<file path="src/rtl/tdm_mux_8x1_pkg.sv">
// Shared definitions for the TDM mux/demux family: channel sizing,
// FSM state encoding and the channel-to-bit index mapping.
package tdm_mux_8x1_pkg;

  localparam int CH_W  = 3;
  localparam int NCH   = 8;
  localparam int GAP_W = 4;

  localparam logic [CH_W-1:0] CNT_LAST = CH_W'(NCH - 1);

  typedef enum logic [1:0] {
    ST_IDLE  = 2'b00,
    ST_SHIFT = 2'b01,
    ST_GAP   = 2'b10
  } state_e;

  // Word bit carried on a given channel. For MSB-first, 7-cnt is simply ~cnt
  // at a 3-bit channel width.
  function automatic logic [CH_W-1:0] chan_bit_idx(input logic [CH_W-1:0] cnt,
                                                   input logic            lsb_first);
    return lsb_first ? cnt : ~cnt;
  endfunction

endpackage

</file>
<file path="src/rtl/tdm_mux_8x1_if.sv">
// Parallel-load handshake plus serial/select/frame stream of the TDM mux.
interface tdm_mux_8x1_if;
  import tdm_mux_8x1_pkg::*;

  logic [NCH-1:0] d;
  logic           load;
  logic           ready;
  logic           y;
  logic           s0;
  logic           s1;
  logic           s2;
  logic           vld;
  logic           frame;

  modport master (
    output d, load,
    input  ready, y, s0, s1, s2, vld, frame
  );

  modport slave (
    input  d, load,
    output ready, y, s0, s1, s2, vld, frame
  );

endinterface

</file>
<file path="src/rtl/tdm_bit_sel.sv">
// Picks the word bit that belongs on the given channel.
module tdm_bit_sel
  import tdm_mux_8x1_pkg::*;
#(
  parameter bit LSB_FIRST = 1'b1
) (
  input  logic [NCH-1:0]  word_i,
  input  logic [CH_W-1:0] cnt_i,
  output logic            y_o
);

  assign y_o = word_i[chan_bit_idx(cnt_i, LSB_FIRST)];

endmodule

</file>
<file path="src/rtl/tdm_mux_8x1.sv">
// Time-division 8:1 multiplexer: serializes a handshaken parallel word onto
// y with channel select and frame marker, optionally followed by idle cycles.
//
// state    | meaning
// ---------+--------------------------------------------------------------
// ST_IDLE  | waiting for a word; ready=1, outputs quiet
// ST_SHIFT | sending channel cnt of the held word; vld=1
// ST_GAP   | post-frame idle; gap_q counts down to 0, then back to IDLE
module tdm_mux_8x1
  import tdm_mux_8x1_pkg::*;
#(
  parameter int unsigned GAP       = 0,
  parameter bit          LSB_FIRST = 1'b1
) (
  input  logic         clk,
  input  logic         rst,
  tdm_mux_8x1_if.slave mux_io
);

  // Gap timer is a down-counter loaded with GAP-1 so that GAP cycles elapse
  // before the terminal count of zero releases the FSM.
  localparam logic [GAP_W-1:0] GAP_LOAD = (GAP == 0) ? '0 : GAP_W'(GAP - 1);
  localparam bit               NO_GAP   = (GAP == 0);

  state_e           state_q, state_d;
  logic [CH_W-1:0]  cnt_q,   cnt_d;
  logic [NCH-1:0]   word_q,  word_d;
  logic [GAP_W-1:0] gap_q,   gap_d;

  logic             y_q,     y_d;
  logic [CH_W-1:0]  sel_q,   sel_d;
  logic             vld_q,   vld_d;
  logic             frame_q, frame_d;

  logic             ready;
  logic             accept;
  logic             bit_nxt;

  // Ready depends on state registers only, so load/d never reach it.
  assign ready  = (state_q == ST_IDLE) ||
                  ((state_q == ST_SHIFT) && (cnt_q == CNT_LAST) && NO_GAP);
  assign accept = mux_io.load && ready;

  // Next-state, channel counter, holding register and gap timer.
  always_comb begin
    state_d = state_q;
    cnt_d   = cnt_q;
    word_d  = word_q;
    gap_d   = gap_q;
    case (state_q)
      ST_IDLE: begin
        if (accept) begin
          state_d = ST_SHIFT;
          cnt_d   = '0;
          word_d  = mux_io.d;
        end
      end
      ST_SHIFT: begin
        if (cnt_q != CNT_LAST) begin
          cnt_d = cnt_q + CH_W'(1);
        end else if (accept) begin
          cnt_d  = '0;
          word_d = mux_io.d;
        end else if (NO_GAP) begin
          state_d = ST_IDLE;
        end else begin
          state_d = ST_GAP;
          gap_d   = GAP_LOAD;
        end
      end
      ST_GAP: begin
        if (gap_q == '0) begin
          state_d = ST_IDLE;
        end else begin
          gap_d = gap_q - GAP_W'(1);
        end
      end
      default: begin
        state_d = ST_IDLE;
      end
    endcase
  end

  // Bit selection works on the next word/channel so outputs can be registered
  // and still show channel 0 right after the accepting edge.
  tdm_bit_sel #(
    .LSB_FIRST (LSB_FIRST)
  ) u_bit_sel (
    .word_i (word_d),
    .cnt_i  (cnt_d),
    .y_o    (bit_nxt)
  );

  // Next values of the registered stream outputs; quiet outside SHIFT.
  always_comb begin
    vld_d   = (state_d == ST_SHIFT);
    sel_d   = '0;
    frame_d = 1'b0;
    y_d     = 1'b0;
    if (vld_d) begin
      sel_d   = cnt_d;
      frame_d = (cnt_d == '0);
      y_d     = bit_nxt;
    end
  end

  // State and output registers; reset aborts any frame in progress at once.
  always_ff @(posedge clk or posedge rst) begin
    if (rst) begin
      state_q <= ST_IDLE;
      cnt_q   <= '0;
      word_q  <= '0;
      gap_q   <= '0;
      y_q     <= 1'b0;
      sel_q   <= '0;
      vld_q   <= 1'b0;
      frame_q <= 1'b0;
    end else begin
      state_q <= state_d;
      cnt_q   <= cnt_d;
      word_q  <= word_d;
      gap_q   <= gap_d;
      y_q     <= y_d;
      sel_q   <= sel_d;
      vld_q   <= vld_d;
      frame_q <= frame_d;
    end
  end

  assign mux_io.ready = ready;
  assign mux_io.y     = y_q;
  assign mux_io.s0    = sel_q[0];
  assign mux_io.s1    = sel_q[1];
  assign mux_io.s2    = sel_q[2];
  assign mux_io.vld   = vld_q;
  assign mux_io.frame = frame_q;

endmodule

</file>
<file path="src/flat_wrapper.sv">
// flat-port wrapper written by rule: the top's interface ports become plain ports
module tdm_mux_8x1_flat import tdm_mux_8x1_pkg::*;
#(
  parameter int unsigned GAP       = 0,
  parameter bit          LSB_FIRST = 1'b1
)
  (clk, rst, mux_io_d, mux_io_load, mux_io_ready, mux_io_y, mux_io_s0, mux_io_s1, mux_io_s2, mux_io_vld, mux_io_frame);
  tdm_mux_8x1_if mux_io_i ();
  input  logic clk;
  input  logic rst;
  input wire logic [$bits(mux_io_i.d)-1:0] mux_io_d;
  input wire logic [$bits(mux_io_i.load)-1:0] mux_io_load;
  output wire logic [$bits(mux_io_i.ready)-1:0] mux_io_ready;
  output wire logic [$bits(mux_io_i.y)-1:0] mux_io_y;
  output wire logic [$bits(mux_io_i.s0)-1:0] mux_io_s0;
  output wire logic [$bits(mux_io_i.s1)-1:0] mux_io_s1;
  output wire logic [$bits(mux_io_i.s2)-1:0] mux_io_s2;
  output wire logic [$bits(mux_io_i.vld)-1:0] mux_io_vld;
  output wire logic [$bits(mux_io_i.frame)-1:0] mux_io_frame;
  assign mux_io_i.d = mux_io_d;
  assign mux_io_i.load = mux_io_load;
  assign mux_io_ready = mux_io_i.ready;
  assign mux_io_y = mux_io_i.y;
  assign mux_io_s0 = mux_io_i.s0;
  assign mux_io_s1 = mux_io_i.s1;
  assign mux_io_s2 = mux_io_i.s2;
  assign mux_io_vld = mux_io_i.vld;
  assign mux_io_frame = mux_io_i.frame;
  tdm_mux_8x1 #(.GAP(GAP), .LSB_FIRST(LSB_FIRST)) u_core (.clk(clk), .rst(rst), .mux_io(mux_io_i));
endmodule
</file>
<file path="config.mk">
export PLATFORM = sky130hd
export DESIGN_NAME = tdm_mux_8x1_flat
export DESIGN_NICKNAME = d
export VERILOG_FILES = /design/src/rtl/tdm_mux_8x1_pkg.sv /design/src/rtl/tdm_mux_8x1_if.sv /design/src/rtl/tdm_bit_sel.sv /design/src/rtl/tdm_mux_8x1.sv /design/src/flat_wrapper.sv
export SDC_FILE = /design/constraint.sdc
export NUM_CORES = 1
export LEC_CHECK = 0
export BUFFER_PORTS_ARGS = -buffer_cell sky130_fd_sc_hd__buf_2
export CELL_PAD_IN_SITES_DETAIL_PLACEMENT = 1
export CELL_PAD_IN_SITES_GLOBAL_PLACEMENT = 1
export CORE_ASPECT_RATIO = 0.7
export CORE_MARGIN = 5
export CORE_UTILIZATION = 46
export DETAILED_ROUTE_END_ITERATION = 10
export GPL_TIMING_DRIVEN = 0
export PLACE_DENSITY_LB_ADDON = 0.25
export SYNTH_ARGS = -nofsm -noshare
export SYNTH_HDL_FRONTEND = slang
export SYNTH_SLANG_ARGS = --single-unit
</file>
<file path="constraint.sdc">
create_clock -name clk -period 3.4 [get_ports clk]
set_clock_uncertainty 0.15 [all_clocks]
set_input_delay 0.34 -clock clk [delete_from_list [all_inputs] [get_ports clk]]
set_output_delay 0.34 -clock clk [all_outputs]
set_load 0.05 [all_outputs]
</file>
==> metrics.yaml <==
clock-sinks: 23
slew_viol_final: 0
nets: 125
cp_common_cell: "ha_1"
yosys.cell_count.top_type: "dfrtp_1"
die_area_sq_um: 3380
syn_area_per_cell_sq_um: 11.9
setup_viol: 0
drive_gt1_share_pct: 35.5
cts_tree: "built"
portBuffers: 17
worst_path_max_delay_cell: "dfrtp_1"
drc: 0
syn_nets: 103
synth_top_area_share_pct: 54.4
startpoint: "u_core.cnt_q[1]"
root_buffer: "clkbuf_4"
max_freq_mhz: 432
antenna_found_initial: 0
synthCells: 89
crit_path_max_fanout: 9
startpoint_type: "flip-flop"
diodes: 0
core.rowCount: 14
dp_hpwl_um: 1570
slew_headroom_pct: 44.7
synth_common_cells: "23 x dfrtp_1, 10 x inv_1, 6 x nand2_1"
fin_area_sq_um: 1210
ios: 18
start_util_pct: 48.7
critPathRequiredTime_ns: 3.43
cts_made_buffers: 3
status: "complete, no violations"
min_period_over_period_pct: 68.1
synth-edff-count: 0
grt_max_degree: 24
worst_pin_slew_ns: 0.829
dieHeight_um: 50.1
setup-tns-final_ns: 0
dr.pass1.iters: 4
yosysTopAreaCell: "dfrtp_1"
critical_path_class: "reg2reg"
post-cts-setup-buffers: 0
ant_nets: 0
cts_max_level: 1
syn_area_sq_um: 1060
synthDistinctLibCells: 30
hold_path_class: "in2async"
clkSlewWorstSetupHoldPaths_ns: 0.12
crit_chain: "ha_1 > ha_1 > nor2b_4 > o21bai_4 > a21oi_1 > inv_1 > a2111oi_0 > nor4_1"
synthToLayoutAreaGrowth_pct: 14.3
hold_buffers: 0
async_flop_share_pct: 100
ys_warn_count: 0
ys_ff_latch: 23
insertion_delay_ns: 0.31
drv_cap: 0
viasPerCell: 5.18
yosysSeqAreaShare_pct: 54.4
gp_congestion: 0.751
r2r_start: "u_core.cnt_q[1]"
wire_per_inst_um: 14.1
fin_ws_ns: 1.08
dieWidth_um: 67.3
cts-resized-gates: 0
drt_iter0_markers: 30
grt_use_total_pct: 14.1
yosys_most_used_dff: "dfrtp_1"
place_ws_ns: 1.10
grt_pass1_vias: 775
grt_overflow: 0
vdd_drop_max_v: 0.000354
finalCriticalPeriod_ns: 2.32
synth_area_leaders: "dfrtp_1 54%, mux2_2 5.3%, ha_1 3.5%, inv_1 3.5%, a2111oi_2 2.8%"
p_leak_nw: 0.562
whs_ns: 0.0251
core_sq_um: 2170
rsz0062_at_grt: "false"
dpl-instance-area_sq_um: 1180
dr_total_vias: 736
clk_path_buf_depth: 2
powerDensity_nw_per_um2: 967
grt_first_pass_wirelength_um: 3620
finalHoldViolations: 0
arrival_ns: 2.35
worstSetupEndpointType: "flip-flop"
utilization_pct: 55.7
slowest_delay_ns: 0.42
detail_route.wirelength_um: 2010
==> state kept, by name, indices dropped and copies added (netlist names) <==
signal and count:
u_core.state_q 2, u_core.cnt_q 3, u_core.mux_io.vld 1, u_core.sel_q 3, u_core.mux_io.frame 1, u_core.mux_io.y 1, u_core.gap_q 4, u_core.word_q 8
==> metrics by stage <==
step / std cells / total power, mW
after global placement: 138 / 1.03
after global routing: 142 / 1.26
after floorplan: 89 / 0.912
after detailed placement: 138 / 1.06
after CTS: 142 / 1.18
final: 142 / 1.17
==> cell families after synthesis <==
logic type               count (synthesis)  share of synthesized area [%]
adder cells (fa/ha/maj)                  3                           3.55
multiplexers                             6                           6.26
XOR/XNOR                                 3                           2.48
flip-flops                              23                           54.4
buffers and inverters                   12                           4.49
AND/OR/NAND/NOR                         25                           14.4
AO/OA/AOI/OAI                           17                           14.4
==> routing by layer <==
| layer | vias up | share of wire [%] | track usage [%] | wire (um) |
|---|---|---|---|---|
| met1 | 360 | 46 | 18.8 | 927 |
| met2 | 22 | 45 | 21.5 | 911 |
| met4 | 0 | 0.50 | 4.04 | 10 |
| li1 | 352 | - | - | - |
| met3 | 2 | 7.8 | 5.36 | 156 |
| met5 | - | 0 | 0 | 0 |
==> worst max-delay path: cells and delay by family (launching register included) <==
family / cells / cell delay [ns]
compound gates: 3 / 0.80
fa+ha+maj: 2 / 0.43
buf+inv: 1 / 0.09
flops: 1 / 0.42
simple gates: 2 / 0.30
==> cells in the final DEF (no fill, tap or decap) <==
cell / synthesis / layout
mux2_2: 5 / 5
and2_1: 1 / 1
a221o_2: 1 / 1
o221a_2: 1 / 1
o21ai_0: 3 / 3
a21o_2: 1 / 1
mux2i_1: 1 / 1
or2b_2: 1 / 1
a22oi_1: 1 / 1
ha_1: 3 / 3
dfrtp_1: 23 / 23
o21bai_4: 1 / 1
nor3_1: 2 / 2
nand2_1: 6 / 6
xnor2_1: 3 / 3
nor2b_4: 1 / 1
nor3b_1: 1 / 1
a2111oi_2: 2 / 2
nor4_1: 2 / 2
a2111oi_0: 3 / 3
nand4b_1: 1 / 1
and2_4: 1 / 1
nand2b_1: 2 / 2
a21oi_2: 1 / 1
nor3b_2: 1 / 1
clkbuf_1: 0 / 1
clkbuf_4: 0 / 3
nor3_2: 1 / 1
nor2_1: 5 / 5
buf_2: 2 / 19
a21oi_1: 3 / 3
inv_1: 10 / 10
==> path summary, 6_finish.rpt <==
kind,to,slack [ns],cells past startpoint
setup / recovery,u_core.mux_io.y,1.08,8
hold / removal,u_core.state_q[1],0.03,2
setup reg to reg,u_core.mux_io.y,1.08,8
hold reg to reg,u_core.gap_q[3],0.34,1
max in group asynchronous,u_core.word_q[5],2.56,2
min in group clk,u_core.word_q[4],0.09,3
==> area by class of cell <==
cell class | instances | area [sq um]
buffer | 2 | 10.0
clock buffer | 4 | 26.3
fill | 252 | 962
inverter | 10 | 37.5
multi-input combinational | 54 | 435
sequential | 23 | 576
tap | 32 | 40.0
timing repair buffer | 17 | 85.1
==> power breakdown <==
part	switching, mW	internal (mW)
Sequential	0.0426	0.378
Clock	0.0785	0.0458
Combinational	0.394	0.232
Total	0.515	0.656
Note: power is estimated with default switching activity, not from simulation.
